[src/rtl/pipe_hazard_if.sv]
// pipe_hazard_if: hazard inputs from the pipeline and stall/flush controls back to it
interface pipe_hazard_if #(parameter int CNT_W = 16);
    logic [4:0]       rs1_id_i;
    logic [4:0]       rs2_id_i;
    logic             rs1_used_id_i;
    logic             rs2_used_id_i;
    logic             instr_valid_id_i;
    logic             instr_valid_ex_i;
    logic [4:0]       wr_ex_i;
    logic             rf_we_ex_i;
    logic [1:0]       wd_sel_ex_i;
    logic             branch_taken_ex_i;
    logic             mc_req_ex_i;
    logic             mc_done_i;
    logic             mc_start_o;
    logic             stall_pc_o;
    logic             stall_ifid_o;
    logic             flush_ifid_o;
    logic             hold_idex_o;
    logic             flush_idex_o;
    logic             flush_exmem_o;
    logic [1:0]       state_o;
    logic [CNT_W-1:0] stall_cnt_o;

    modport master (
        output rs1_id_i, rs2_id_i, rs1_used_id_i, rs2_used_id_i, instr_valid_id_i,
               instr_valid_ex_i, wr_ex_i, rf_we_ex_i, wd_sel_ex_i, branch_taken_ex_i,
               mc_req_ex_i, mc_done_i,
        input  mc_start_o, stall_pc_o, stall_ifid_o, flush_ifid_o, hold_idex_o,
               flush_idex_o, flush_exmem_o, state_o, stall_cnt_o
    );

    modport slave (
        input  rs1_id_i, rs2_id_i, rs1_used_id_i, rs2_used_id_i, instr_valid_id_i,
               instr_valid_ex_i, wr_ex_i, rf_we_ex_i, wd_sel_ex_i, branch_taken_ex_i,
               mc_req_ex_i, mc_done_i,
        output mc_start_o, stall_pc_o, stall_ifid_o, flush_ifid_o, hold_idex_o,
               flush_idex_o, flush_exmem_o, state_o, stall_cnt_o
    );
endinterface

[src/rtl/pipe_hazard_ctrl.sv]
// pipe_hazard_ctrl: load-use, redirect and multi-cycle stall/flush sequencer for the 5-stage core
module pipe_hazard_ctrl #(
    parameter logic [1:0] LOAD_SEL        = 2'b01,
    parameter int         REDIRECT_CYCLES = 1,
    parameter int         CNT_W           = 16
) (
    input  logic           clk,
    input  logic           rst_n,
    pipe_hazard_if.slave   bus
);
    typedef enum logic [1:0] {RUN = 2'd0, SPARE = 2'd1, MC_WAIT = 2'd2, REDIRECT = 2'd3} state_t;
    localparam logic [2:0] RC = 3'(REDIRECT_CYCLES);

    state_t           state;
    logic [2:0]       rcnt;
    logic [CNT_W-1:0] cnt;
    logic             lu, br, run, br_run, mc_run, lu_run, mc_wait, redir;

    assign lu = bus.instr_valid_ex_i & bus.rf_we_ex_i & (bus.wd_sel_ex_i == LOAD_SEL) &
                (bus.wr_ex_i != 5'd0) & bus.instr_valid_id_i &
                ((bus.rs1_used_id_i & (bus.rs1_id_i == bus.wr_ex_i)) |
                 (bus.rs2_used_id_i & (bus.rs2_id_i == bus.wr_ex_i)));
    assign br = bus.branch_taken_ex_i & bus.instr_valid_ex_i;
    // the spare encoding behaves as RUN; outputs are forced low while reset is held
    assign run     = rst_n & ~state[1];
    assign br_run  = run & br;
    assign mc_run  = run & ~br & bus.mc_req_ex_i & bus.instr_valid_ex_i;
    assign lu_run  = run & ~br & ~(bus.mc_req_ex_i & bus.instr_valid_ex_i) & lu;
    assign mc_wait = rst_n & (state == MC_WAIT) & ~bus.mc_done_i;
    assign redir   = rst_n & (state == REDIRECT);

    assign bus.mc_start_o    = mc_run;
    assign bus.stall_pc_o    = mc_run | mc_wait | lu_run;
    assign bus.stall_ifid_o  = mc_run | mc_wait | lu_run;
    assign bus.flush_ifid_o  = br_run | redir;
    assign bus.hold_idex_o   = mc_run | mc_wait;
    assign bus.flush_idex_o  = br_run | lu_run;
    assign bus.flush_exmem_o = mc_run | mc_wait;
    assign bus.state_o       = state;
    assign bus.stall_cnt_o   = cnt;

    always_ff @(posedge clk or negedge rst_n) begin
        if (!rst_n) begin
            state <= RUN;
            rcnt  <= 3'd0;
            cnt   <= '0;
        end else begin
            cnt <= (bus.stall_pc_o && !(&cnt)) ? cnt + 1'b1 : cnt;
            if (br_run) begin
                state <= (REDIRECT_CYCLES > 0) ? REDIRECT : RUN;
                rcnt  <= RC;
            end else if (mc_run) begin
                state <= MC_WAIT;
            end else if (state == MC_WAIT && bus.mc_done_i) begin
                state <= RUN;
            end else if (state == REDIRECT) begin
                rcnt  <= rcnt - 3'd1;
                state <= (rcnt <= 3'd1) ? RUN : REDIRECT;
            end
        end
    end
endmodule

[src/flat_wrapper.sv]
// flat-port wrapper written by rule: the top's interface ports become plain ports
module pipe_hazard_ctrl_flat 
#(
    parameter logic [1:0] LOAD_SEL        = 2'b01,
    parameter int         REDIRECT_CYCLES = 1,
    parameter int         CNT_W           = 16
)
  (clk, rst_n, bus_rs1_id_i, bus_rs2_id_i, bus_rs1_used_id_i, bus_rs2_used_id_i, bus_instr_valid_id_i, bus_instr_valid_ex_i, bus_wr_ex_i, bus_rf_we_ex_i, bus_wd_sel_ex_i, bus_branch_taken_ex_i, bus_mc_req_ex_i, bus_mc_done_i, bus_mc_start_o, bus_stall_pc_o, bus_stall_ifid_o, bus_flush_ifid_o, bus_hold_idex_o, bus_flush_idex_o, bus_flush_exmem_o, bus_state_o, bus_stall_cnt_o);
  pipe_hazard_if #(.CNT_W(CNT_W)) bus_i ();
  input  logic clk;
  input  logic rst_n;
  input wire logic [$bits(bus_i.rs1_id_i)-1:0] bus_rs1_id_i;
  input wire logic [$bits(bus_i.rs2_id_i)-1:0] bus_rs2_id_i;
  input wire logic [$bits(bus_i.rs1_used_id_i)-1:0] bus_rs1_used_id_i;
  input wire logic [$bits(bus_i.rs2_used_id_i)-1:0] bus_rs2_used_id_i;
  input wire logic [$bits(bus_i.instr_valid_id_i)-1:0] bus_instr_valid_id_i;
  input wire logic [$bits(bus_i.instr_valid_ex_i)-1:0] bus_instr_valid_ex_i;
  input wire logic [$bits(bus_i.wr_ex_i)-1:0] bus_wr_ex_i;
  input wire logic [$bits(bus_i.rf_we_ex_i)-1:0] bus_rf_we_ex_i;
  input wire logic [$bits(bus_i.wd_sel_ex_i)-1:0] bus_wd_sel_ex_i;
  input wire logic [$bits(bus_i.branch_taken_ex_i)-1:0] bus_branch_taken_ex_i;
  input wire logic [$bits(bus_i.mc_req_ex_i)-1:0] bus_mc_req_ex_i;
  input wire logic [$bits(bus_i.mc_done_i)-1:0] bus_mc_done_i;
  output wire logic [$bits(bus_i.mc_start_o)-1:0] bus_mc_start_o;
  output wire logic [$bits(bus_i.stall_pc_o)-1:0] bus_stall_pc_o;
  output wire logic [$bits(bus_i.stall_ifid_o)-1:0] bus_stall_ifid_o;
  output wire logic [$bits(bus_i.flush_ifid_o)-1:0] bus_flush_ifid_o;
  output wire logic [$bits(bus_i.hold_idex_o)-1:0] bus_hold_idex_o;
  output wire logic [$bits(bus_i.flush_idex_o)-1:0] bus_flush_idex_o;
  output wire logic [$bits(bus_i.flush_exmem_o)-1:0] bus_flush_exmem_o;
  output wire logic [$bits(bus_i.state_o)-1:0] bus_state_o;
  output wire logic [$bits(bus_i.stall_cnt_o)-1:0] bus_stall_cnt_o;
  assign bus_i.rs1_id_i = bus_rs1_id_i;
  assign bus_i.rs2_id_i = bus_rs2_id_i;
  assign bus_i.rs1_used_id_i = bus_rs1_used_id_i;
  assign bus_i.rs2_used_id_i = bus_rs2_used_id_i;
  assign bus_i.instr_valid_id_i = bus_instr_valid_id_i;
  assign bus_i.instr_valid_ex_i = bus_instr_valid_ex_i;
  assign bus_i.wr_ex_i = bus_wr_ex_i;
  assign bus_i.rf_we_ex_i = bus_rf_we_ex_i;
  assign bus_i.wd_sel_ex_i = bus_wd_sel_ex_i;
  assign bus_i.branch_taken_ex_i = bus_branch_taken_ex_i;
  assign bus_i.mc_req_ex_i = bus_mc_req_ex_i;
  assign bus_i.mc_done_i = bus_mc_done_i;
  assign bus_mc_start_o = bus_i.mc_start_o;
  assign bus_stall_pc_o = bus_i.stall_pc_o;
  assign bus_stall_ifid_o = bus_i.stall_ifid_o;
  assign bus_flush_ifid_o = bus_i.flush_ifid_o;
  assign bus_hold_idex_o = bus_i.hold_idex_o;
  assign bus_flush_idex_o = bus_i.flush_idex_o;
  assign bus_flush_exmem_o = bus_i.flush_exmem_o;
  assign bus_state_o = bus_i.state_o;
  assign bus_stall_cnt_o = bus_i.stall_cnt_o;
  pipe_hazard_ctrl #(.LOAD_SEL(LOAD_SEL), .REDIRECT_CYCLES(REDIRECT_CYCLES), .CNT_W(CNT_W)) u_core (.clk(clk), .rst_n(rst_n), .bus(bus_i));
endmodule
[config.mk]
export PLATFORM = sky130hd
export DESIGN_NAME = pipe_hazard_ctrl_flat
export DESIGN_NICKNAME = d
export VERILOG_FILES = /design/src/rtl/pipe_hazard_if.sv /design/src/rtl/pipe_hazard_ctrl.sv /design/src/flat_wrapper.sv
export SDC_FILE = /design/constraint.sdc
export NUM_CORES = 1
export LEC_CHECK = 0
export ABC_AREA = 1
export CAP_MARGIN = 10
export CORE_ASPECT_RATIO = 0.8
export CORE_MARGIN = 2
export CORE_UTILIZATION = 46
export DETAILED_ROUTE_END_ITERATION = 10
export PLACE_DENSITY = 0.81
export SYNTH_ARGS = -nofsm -noshare
export SYNTH_HDL_FRONTEND = slang
export SYNTH_SLANG_ARGS = --single-unit
export TNS_END_PERCENT = 1
[constraint.sdc]
create_clock -name clk -period 2.1 [get_ports clk]
set_input_delay 0.315 -clock clk [delete_from_list [all_inputs] [get_ports clk]]
set_output_delay 0.315 -clock clk [all_outputs]
set_load 0.05 [all_outputs]
==> After elaboration in Yosys (flattened, before gate mapping) <==
Cells that the tools add are included.
{ "word_totals": {"n_memories": 0, "ff_bits": 21, "ramBits": 0, "mem_bits_ro": 0, "latch_bits": 0} }
{ "classes": {"n_bitwise": 28, "add_sub_neg": 2, "n_reduce_logical": 8, "n_mux": 9, "div_mod_pow": 0, "shifts": 0, "n_mul": 0, "order_cmp": 1, "n_eq_ne": 7} }
{ "ops": {"columns": ["operator", "n"], "rows": [
  ["AND 1 bit", 19],
  ["adder 16 x 1 -> 16 bit, second input constant", 1],
  ["AND reduction 16 bit", 1],
  ["2-to-1 mux 3 bit", 4],
  ["equality test 5 bit", 2],
  ["2-to-1 mux 2 bit", 5],
  ["bitwise OR 1 bit", 5],
  ["nonzero test 5 bit", 1],
  ["equality test 2 bit, second input constant", 2],
  ["inequality test 2 x 1 -> 1 bit, second input constant", 2],
  ["inverter 1 bit", 4],
  ["nonzero test 4 bit", 1],
  ["less-or-equal comparator 3 x 1 -> 1 bit, second input constant", 1],
  ["AND reduction 3 bit", 1],
  ["subtractor 3 x 1 -> 3 bit, second input constant", 1],
  ["equality test 2 x 1 -> 1 bit, second input constant", 1],
  ["logical AND 1 bit", 2],
  ["nonzero test 2 bit", 1],
  ["logical NOT 1 bit", 1]
]} }

==> Logic depth before layout (Yosys ltp) <==
Gate-level depths: netlist of the first run.
{ "logic_depth": {"depth_word": 8, "mapped_depth": 12, "depth_no_buf": 11} }

==> Worst setup path before layout of the first run <==
No wires, ideal clock.
{ "synth_path": {"path_type": "reg-to-output", "from": "reg u_core.state[1], in the netlist u_core.bus.state_o[1]", "to": "out bus_stall_pc_o", "path_stages_with_launch": 9, "slack_ns": -0.266, "arrival_time_ns": 2.051, "cell_sequence": "dfrtp_1 > inv_2 > nor2_1 > nand2_1 > o21ai_2 > inv_2 > nand2_4 > buf_6 > buf_4"} }
{ "synth_via": {"elab_chain_len": 7, "elab_cells_between_ends": 12, "cone_classes": "eq/ne (1); bitwise (11)"} }
{ "synth_rtl": {"columns": ["element", "line", "source"], "rows": [
  ["from (decl)", "pipe_hazard_ctrl.sv:14", "state_t state;"],
  ["from (signal assigned)", "pipe_hazard_ctrl.sv:50", "state <= (REDIRECT_CYCLES > 0) ? REDIRECT : RUN;"],
  ["from (signal assigned)", "pipe_hazard_ctrl.sv:58", "state <= (rcnt <= 3'd1) ? RUN : REDIRECT;"],
  ["inverter 1 bit", "pipe_hazard_ctrl.sv:25", "assign run = rst_n & ~state[1];"],
  ["AND 1 bit", "pipe_hazard_ctrl.sv:25", null],
  ["AND 1 bit (3 in series)", "pipe_hazard_ctrl.sv:27", "assign mc_run = run & ~br & bus.mc_req_ex_i & bus.instr_valid_ex_i;"],
  ["bitwise OR 1 bit (*)", null, null],
  ["net bus_flush_exmem_o", "flat_wrapper.sv:30", "output wire logic [$bits(bus_i.flush_exmem_o)-1:0] bus_flush_exmem_o;"],
  ["bitwise OR 1 bit (*)", "pipe_hazard_ctrl.sv:33", "assign bus.stall_pc_o = mc_run | mc_wait | lu_run;"],
  ["to (decl)", "flat_wrapper.sv:25", "output wire logic [$bits(bus_i.stall_pc_o)-1:0] bus_stall_pc_o;"]
]} }
Mark *: on every way through the listed nets, which the timed path passes. The rest lies on a longest branch.

==> Worst setup path after layout of the first run <==
{ "layout_path": {"from": "in rst_n", "to": "out bus_flush_idex_o"} }
{ "layout_via": {"elab_chain_len": 5, "elab_cells_between_ends": 6, "cone_classes": "bitwise (6)"} }
{ "layout_rtl": {"columns": ["element", "line", "source"], "rows": [
  ["from (decl)", "flat_wrapper.sv:11", "input logic rst_n;"],
  ["AND 1 bit (*)", "pipe_hazard_ctrl.sv:25", null],
  ["AND 1 bit (3 in series)", "pipe_hazard_ctrl.sv:28", "assign lu_run = run & ~br & ~(bus.mc_req_ex_i & bus.instr_valid_ex_i) & lu;"],
  ["bitwise OR 1 bit (*)", "pipe_hazard_ctrl.sv:37", "assign bus.flush_idex_o = br_run | lu_run;"],
  ["to (decl)", "flat_wrapper.sv:29", "output wire logic [$bits(bus_i.flush_idex_o)-1:0] bus_flush_idex_o;"]
]} }
Every way passes the cells marked *; elsewhere a longest branch is shown, timed or not.

==> results of run 1 <==
==> power by group through the flow <==
stage | logic (uW) | registers [uW] | clock network (uW)
2_1_floorplan | 358 | 709 | 0
5_1_grt | 919 | 566 | 283
6_report | 837 | 555 | 267
4_1_cts | 815 | 554 | 273
3_5_place_dp | 811 | 559 | 0
3_3_place_gp | 793 | 557 | 0
==> state kept, by name (all words and copies together), names as in the netlist <==
signal                  flops
u_core.rcnt                 3
u_core.bus.state_o          2
u_core.bus.stall_cnt_o     16
==> worst reg2reg max path: cells and delay by family (launching register included) <==
family / cells / cell delay, ns
AND/OR/NAND/NOR: 8 / 0.80
buffers and inverters: 3 / 0.29
AO/OA/AOI/OAI: 1 / 0.14
flip-flops: 1 / 0.43
==> cell usage in the layout, fill, tap and decap left out, types with 2 or more instances in the layout <==
cell type,Yosys,final
dlymetal6s2s_1,0,2
nand3_1,28,28
a21oi_1,4,4
ha_1,3,3
nand3_2,2,2
nand2_2,2,4
buf_4,2,12
nor2_2,2,4
nand4_1,3,3
o22ai_1,2,2
dfrtp_2,0,2
nor3_1,3,3
clkbuf_8,0,3
inv_2,5,5
nor2_1,28,26
inv_1,39,39
buf_12,0,7
nand2_1,91,89
dfrtp_1,21,19
clkdlybuf4s50_1,0,42
o21ai_0,3,2
xor2_1,5,5
==> final cells by class <==
class                           instances  share of cell area, %
Inverter                               45                   7.04
Tap cell                               42                   2.19
Clock buffer                            4                   1.88
Multi-Input combinational cell        185                   38.7
Timing Repair Buffer                   63                   28.2
Sequential cell                        21                   22.0
==> routing by layer <==
| layer | part of all wire, % | up-vias | global-route usage, % |
|---|---|---|---|
| li1 | - | 914 | - |
| met1 | 49 | 794 | 28.9 |
| met2 | 47 | 32 | 35.4 |
| met3 | 3.6 | 2 | 3.71 |
| met4 | 0.45 | 0 | 3.57 |
| met5 | 0 | - | 0 |
==> path summary, 6_finish.rpt <==
check | from | endpoint | slack, ns | depth (start not counted)
setup / recovery | rst_n | bus_flush_idex_o | 0.08 | 8
hold / removal | u_core.rcnt[2]$_DFFE_PN0P_ | u_core.rcnt[2]$_DFFE_PN0P_ | 0.55 | 2
setup reg to reg | u_core.bus.state_o[1]$_DFFE_PN0P_ | u_core.bus.stall_cnt_o[12]$_DFFE_PN0P_ | 0.32 | 12
hold reg to reg | u_core.rcnt[2]$_DFFE_PN0P_ | u_core.rcnt[2]$_DFFE_PN0P_ | 0.55 | 2
max in group asynchronous | rst_n | u_core.bus.state_o[0]$_DFFE_PN0P_ | 1.26 | 3
min in group asynchronous | rst_n | u_core.bus.state_o[1]$_DFFE_PN0P_ | 0.61 | 3
==> per-stage QoR <==
| stage | power [uW] | util (%) | instance area (um2) |
|---|---|---|---|
| 2_1_floorplan | 1070 | - | 1640 |
| 4_1_cts | 1640 | 68.5 | 2330 |
| 3_5_place_dp | 1370 | 67.0 | 2280 |
| 5_1_grt | 1770 | 70.6 | 2400 |
| 3_3_place_gp | 1350 | 67.0 | 2280 |
| 6_report | 1660 | 70.6 | 2400 |
==> logic make-up after synthesis <==
group                      share of synthesized area, %
and+or+nand+nor                                    45.1
buffers and inverters                              13.0
DFF                                                32.4
AOI/OAI and AO/OA                                  4.01
xor gates and xnor gates                           3.24
adders and majority gates                          2.31
==> timing repair <==
action | in CTS | in global routing
hold endpoints to repair | 0 | 0
pin swaps | 1 | 1
gates resized for setup | 0 | 10
cloned | 0 | 1
endpoints found under the setup margin | 2 | 3
setup buffers | 1 | 4
==> run_results.csv, run 1 <==
group,metric,value,unit
status,status,"finished clean",
synthesis,synth.distinct_cells,28,
grt,grt_pass1_vias,1577,
sta,tightest_slew,0.491,ns
cts,clock_path_buffers,2,
sta,setup-tns-final,0,ns
layout,fin_nets,349,
cts,htreeDepth,1,
cts,clkTransAtPathRegs,0.08,ns
layout,seq_area,528,um2
synthesis,yosysWarnings,0,
setup_path,start_kind,"input pin",
placement,post-place-ws,-0.000909,ns
die,dieArea,4020,um2
pwr,p_switching,705,uW
setup_path,slowest_delay,0.53,ns
pwr,pwr-share-comb,50.5,%
setup_path,worstPathCellList,"clkdlybuf4s50_1 > nand2_2 > a21oi_2 > nand3_1 > nor2_2 > nand2_4 > o21ai_2 > buf_12",
placement,place_congestion,0.879,
synthesis,yosysSeqAreaShare,32.4,%
layout,n_fill_cell,305,
layout,antenna_cells,0,
cts,cts_buffers,3,
synthesis,yosysMostFrequentCell,"nand2_1",
grt,grtUsageTotal,21.0,%
synthesis,synth_area,1620,um2
pwr,leakage,0.00129,uW
synthesis,synth_cells,255,
setup_path,critPathKind,"in -> out",
routing,drc,0,
synthesis,yosys-top-cells-area,"dfrtp_1 32%, nand2_1 21%, inv_1 9.0%, nand3_1 8.6%, nor2_1 6.5%",
cts,cts_tree,"built",
sta,clock_skew,0.00121,ns
routing,wl_per_cell,11.2,um
routing,ant_nets,0,
grt,grt_pass1_wl,6.91,mm
synthesis,synth_edf_count,0,
die,dieHeight,57.1,um
synthesis,synth_top_cell_by_area,"dfrtp_1",
grt,grt-ovfl-total,0,
sta,rsz0062_at_grt,"true",
synthesis,avgSynthCellArea,6.37,um2
setup_path,crit_arrival,1.71,ns
setup_path,cp.required,1.78,ns
sta,setup_viol,0,
synthesis,async_reset_ff_share,100,%
cts,clock-sinks,21,
sta,slew_headroom,67.2,%
die,row_count,19,
synthesis,synth_top_area_share,32.4,%
sta,fin_hold_ws,0.549,ns
hold_path,hold_class,"reg -> reg",
pwr,p_int,953,uW
routing,drt_first_pass_iters,4,
cts,clk_latency,0.26,ns
placement,hpwl,3.07,mm
synthesis,yosys-top-cells-count,"91 x nand2_1, 39 x inv_1, 28 x nand3_1, 28 x nor2_1, 21 x dfrtp_1",
setup_path,end_kind,"output pin",
die,start_util,47.8,%
sta,slew_viol_final,0,
sta,fmax,495,MHz
setup_path,cp_top_family,"buffers and inverters",
routing,wl,4.02,mm
pwr,swShare,42.5,%
synthesis,syn_nets,285,
sta,timing.final.crit_share,96.2,%
placement,dp.cells,350,
cts,holdBufCountCts,0,
grt,grt_max_degree,22,
layout,area_growth,47.7,%
sta,period_minus_slack,2.02,ns
grt,antenna_found_initial,0,
pwr,power.share.clock,16.1,%
die,coreArea,3400,um2
synthesis,yosys_register_bits,21,
placement,portBuffers,51,
layout,fin_cells,360,
layout,layout-drive-gt1-share,14.8,%
routing,vias_per_cell,4.84,
die,ios,52,
layout,multi_input_area,928,um2
routing,num_vias,1742,
setup_path,crit_slowest_cell,"clkdlybuf4s50_1",
synthesis,synth-main-ff-cell,"dfrtp_1",
sta,hold_viol,0,
pwr,p_seq_share,33.4,%
flow_run,drv_cap,0,
pwr,peakVddDrop,0.580,mV
pwr,p_per_area,692,nW/um2
sta,worst_slack,0.0799,ns
cts,cts-root-buf,"clkbuf_8",
setup_path,crit_path_max_fanout,3,
routing,drtIter0Drc,107,
setup_path,crit_buf_inv,2,
die,die_x,70.4,um
No activity file was read; power rests on OpenSTA's default activity.
==> run 2: changes to the inputs <==
Settings changed: CORE_MARGIN 2 to 4.
==> run_results.csv, run 2 (synthesis gave the netlist of run 1 again) <==
group,metric,value,unit
status,status,"finished clean",
cts,clock_path_buffers,2,
setup_path,crit_slowest_cell,"clkdlybuf4s50_1",
placement,place_congestion,0.860,
routing,ant_nets,0,
layout,mostFrequentLayoutCells,"90 x nand2_1, 43 x clkdlybuf4s50_1, 39 x inv_1",
grt,grt_pass1_vias,1508,
setup_path,slowest_delay,0.50,ns
routing,wl,4.06,mm
grt,grt_max_degree,22,
setup_path,critPathKind,"in -> out",
sta,slew_headroom,66.6,%
routing,vias_per_cell,4.74,
setup_path,end_kind,"output pin",
placement,hpwl,3.30,mm
die,dieArea,4550,um2
layout,final_area,2340,um2
die,coreArea,3420,um2
cts,htreeDepth,1,
layout,layout-drive-gt1-share,13.1,%
die,ios,52,
pwr,peakVddDrop,0.609,mV
setup_path,worstPathCellList,"clkdlybuf4s50_1 > inv_1 > nand2_1 > nand2_1 > nor2_1 > nand3_1 > nand2_1 > nand2_2 > nand2_4 > buf_12",
routing,drc,0,
cts,clk_latency,0.26,ns
placement,place_area,2270,um2
sta,setup_viol,0,
die,dieHeight,61.1,um
setup_path,cp_top_family,"buffers and inverters",
grt,antenna_found_initial,0,
sta,fmax,499,MHz
die,start_util,47.4,%
sta,slew_viol_final,0,
layout,final_common_cell,"nand2_1",
cts,clock-sinks,21,
sta,tightest_slew,0.499,ns
pwr,leakage,0.00124,uW
cts,cts-root-buf,"clkbuf_8",
die,row_count,19,
placement,portBuffers,51,
placement,post-place-ws,0.0266,ns
sta,timing.final.crit_share,95.4,%
die,die_x,74.4,um
setup_path,cp.depth,10,
hold_path,hold_class,"reg -> reg",
setup_path,crit_arrival,1.69,ns
sta,period_minus_slack,2.00,ns
setup_path,crit_top_cell,"nand2_1",
cts,cts_buffers,3,
grt,grt_pass1_wl,6.67,mm
grt,grtUsageTotal,18.7,%
setup_path,crit_buf_inv,3,
layout,largest_reg_flops,16,
sta,rsz0062_at_grt,"false",
sta,fin_hold_ws,0.531,ns
routing,drt_first_pass_iters,4,
sta,clock_skew,0.00301,ns
routing,num_vias,1683,
flow_run,drv_cap,0,
routing,drtIter0Drc,97,
setup_path,crit_path_max_fanout,6,
routing,wl_per_cell,11.4,um
sta,setup-tns-final,0,ns
layout,n_fill_cell,310,
sta,worst_slack,0.0958,ns
pwr,p_per_area,700,nW/um2
sta,hold_viol,0,
cts,clkTransAtPathRegs,0.07,ns
setup_path,reg2reg_depth,12,
setup_path,start_kind,"input pin",
layout,area_growth,44.2,%
layout,fin_nets,344,
grt,grt-ovfl-total,0,
cts,cts_tree,"built",
setup_path,cp.required,1.78,ns
layout,antenna_cells,0,
hold_path,whs_path_depth,2,
-- run 2: changes by cell type in the layout (fill, tap and decap cells not counted) --
cell	change
buf_4	-4
clkbuf_1	-1
clkdlybuf4s50_1	+1
clkinv_2	+1
dlymetal6s2s_1	-1
nand2_1	+1
nand2_2	-1
nand2_8	-1
nor2_1	+1
nor2_2	-1
-- run 2: what timing repair did --
| action | in CTS | in global routing |
|---|---|---|
| hold buffers | 0 | 0 |
| hold endpoints to repair | 0 | 0 |
| gates resized for setup | 0 | 5 |
| buffers inserted | 0 | 2 |
| endpoints found under the setup margin | 0 | 4 |
-- run 2: routing by layer --
layer	up-vias	part of all wire, %	global-route usage [%]
li1	894	-	-
met4	0	0.32	1.78
met3	2	5.0	3.92
met5	-	0	0
met2	33	48	30.9
met1	754	47	26.4
-- run 2: worst paths after layout --
kind	start	end	slack (ns)
min reg2reg	u_core.bus.stall_cnt_o[14]$_DFFE_PN0P_	u_core.bus.stall_cnt_o[14]$_DFFE_PN0P_	0.53
min in group asynchronous	rst_n	u_core.bus.state_o[0]$_DFFE_PN0P_	0.62
max reg2reg	u_core.bus.state_o[1]$_DFFE_PN0P_	u_core.bus.stall_cnt_o[8]$_DFFE_PN0P_	0.36
max	bus_wr_ex_i[4]	bus_stall_ifid_o	0.1
min	u_core.bus.stall_cnt_o[14]$_DFFE_PN0P_	u_core.bus.stall_cnt_o[14]$_DFFE_PN0P_	0.53
max in group asynchronous	rst_n	u_core.bus.state_o[1]$_DFFE_PN0P_	1.25
-- run 2: final cells by class --
class                           instances  area (um2)  share of cell area [%]
Multi-Input combinational cell        184         903                    38.6
Timing Repair Buffer                   59         643                    27.5
Sequential cell                        21         528                    22.5
Inverter                               45         169                    7.21
Tap cell                               42        52.6                    2.24
Clock buffer                            3        41.3                    1.76
Clock inverter                          1        5.00                   0.214
-- run 2: power by group --
part | switching (uW) | internal [uW] | total (uW)
sequential | 73.1 | 481 | 555
combinational | 499 | 323 | 822
clock | 132 | 132 | 264
-- run 2: metrics by stage --
| stage | std cells | power, uW | util (%) |
|---|---|---|---|
| floorplan | 255 | 1070 | - |
| global placement | 349 | 1350 | 66.3 |
| detailed placement | 349 | 1370 | 66.3 |
| CTS | 353 | 1640 | 67.7 |
| global route | 355 | 1740 | 68.4 |
| finish | 355 | 1640 | 68.4 |
-- run 2: worst reg2reg max path: cells and delay by family, from the launching register on --
family | cells | cell delay [ns]
and+or+nand+nor | 8 | 0.65
DFF | 1 | 0.43
buffers and inverters | 3 | 0.40
AOI/OAI and AO/OA | 1 | 0.15
==> run 3: changes to the inputs <==
Settings changed: CORE_UTILIZATION 46 to 48, CTS_BUF_LIST set to sky130_fd_sc_hd__clkbuf_2 sky130_fd_sc_hd__clkbuf_4 sky130_fd_sc_hd__clkbuf_8, PLACE_DENSITY 0.81 to 0.83.
==> run_results.csv, run 3 (synthesis gave the netlist of run 1 again) <==
group,metric,value,unit
status,status,"finished clean",
sta,worst_slack,0.0752,ns
setup_path,critPathKind,"in -> out",
die,die_x,73.0,um
pwr,p_per_area,696,nW/um2
setup_path,reg2reg_depth,8,
routing,wl_per_cell,11.2,um
setup_path,crit_path_max_fanout,7,
setup_path,crit_arrival,1.71,ns
die,coreArea,3180,um2
cts,clkTransAtPathRegs,0.08,ns
layout,largest_reg_flops,16,
grt,grt-ovfl-total,0,
placement,portBuffers,51,
routing,num_vias,1669,
grt,grtUsageTotal,18.7,%
cts,cts_tree,"built",
placement,post-place-ws,0.0267,ns
die,ios,52,
grt,grt_pass1_vias,1463,
routing,ant_nets,0,
placement,place_congestion,0.876,
cts,clock_path_buffers,2,
pwr,leakage,0.00128,uW
sta,hold_viol,0,
sta,timing.final.crit_share,96.4,%
layout,utilization,74.7,%
routing,drt_first_pass_iters,4,
grt,grt_max_degree,22,
pwr,peakVddDrop,0.659,mV
routing,wl,3.99,mm
grt,antenna_found_initial,0,
routing,drc,0,
sta,tightest_slew,0.520,ns
sta,slew_viol_final,0,
layout,final_common_cell,"nand2_1",
layout,antenna_cells,0,
layout,fin_nets,347,
flow_run,drv_cap,0,
setup_path,cp.required,1.78,ns
sta,setup_viol,0,
sta,period_minus_slack,2.02,ns
grt,grt_pass1_wl,6.42,mm
pwr,power,1650,uW
cts,cts-root-buf,"clkbuf_8",
die,start_util,51.1,%
setup_path,start_kind,"input pin",
routing,drtIter0Drc,81,
cts,htreeDepth,1,
die,dieHeight,60.0,um
setup_path,rrSetupSlack,0.37,ns
hold_path,hold_class,"in -> async",
layout,mostFrequentLayoutCells,"90 x nand2_1, 40 x clkdlybuf4s50_1, 39 x inv_1",
layout,layout-drive-gt1-share,14.2,%
cts,clk_latency,0.26,ns
placement,hpwl,3.14,mm
setup_path,end_kind,"output pin",
cts,clock-sinks,21,
cts,cts_buffers,3,
die,dieArea,4380,um2
sta,clock_skew,0.00581,ns
layout,area_growth,46.1,%
sta,slew_headroom,65.2,%
routing,vias_per_cell,4.69,
sta,fmax,494,MHz
die,row_count,18,
run 3: cell types whose count changed in the layout (fill, tap and decap cells not counted):
cell / before / now
buf_4: 8 / 11
clkdlybuf4s50_1: 43 / 40
nor2_2: 3 / 4
nor2_1: 27 / 26
dlymetal6s2s_1: 1 / 4
run 3: area by class of cell:
cell class / instances / area (um2)
clock inverter: 1 / 5.00
fill: 239 / 803
clock buffer: 3 / 41.3
multi-input combinational: 184 / 906
inverter: 45 / 169
timing repair buffer: 62 / 673
tap: 40 / 50.0
sequential: 21 / 528
run 3: metal layers:
metal / vias up / share of wire, % / GRT usage [%]
li1: 902 / - / -
met1: 726 / 50 / 26.4
met2: 35 / 44 / 29.2
met3: 6 / 5.0 / 3.87
met4: 0 / 1.2 / 4.74
met5: - / 0 / 0
run 3: repair_timing:
item                       4_1_cts  5_1_grt
setup buffers                    0        5
resized for setup                0        9
setup endpoints to repair        0        4
hold buffers                     0        0
run 3: path summary, 6_finish.rpt:
path,end,from
max,bus_stall_ifid_o,bus_wr_ex_i[4]
min,u_core.bus.stall_cnt_o[6]$_DFFE_PN0P_,rst_n
max reg2reg,u_core.bus.stall_cnt_o[10]$_DFFE_PN0P_,u_core.bus.stall_cnt_o[0]$_DFFE_PN0P_
min reg2reg,u_core.bus.stall_cnt_o[14]$_DFFE_PN0P_,u_core.bus.stall_cnt_o[14]$_DFFE_PN0P_
max in group asynchronous,u_core.bus.state_o[0]$_DFFE_PN0P_,rst_n
min in group clk,u_core.bus.stall_cnt_o[14]$_DFFE_PN0P_,u_core.bus.stall_cnt_o[14]$_DFFE_PN0P_
run 3: where the power goes:
part	leakage [uW]	switching, uW	internal (uW)	total, uW
sequential	0.000277	71.8	481	553
combinational	0.000981	501	331	832
clock	0.0000255	135	132	267
total	0.00128	707	944	1650
run 3: critical path, cell delays in order:
cell and delay, ns:
clkdlybuf4s50_1 0.50, inv_1 0.07, nand2_1 0.06, nand2_1 0.07, nor2_1 0.13, nand3_1 0.08, nand2_1 0.10, nand2_2 0.09
nand2_4 0.15, buf_12 0.15
run 3: metrics by stage:
step	instances	hold WS (ns)	setup TNS (ns)	area, um2
finish	356	0.247	0	2370
global route	356	0.259	-0.119	2370
CTS	351	0.524	0	2310
detailed placement	347	0.503	0	2270
global placement	347	0.510	0	2270
floorplan	255	0.0194	0	1640
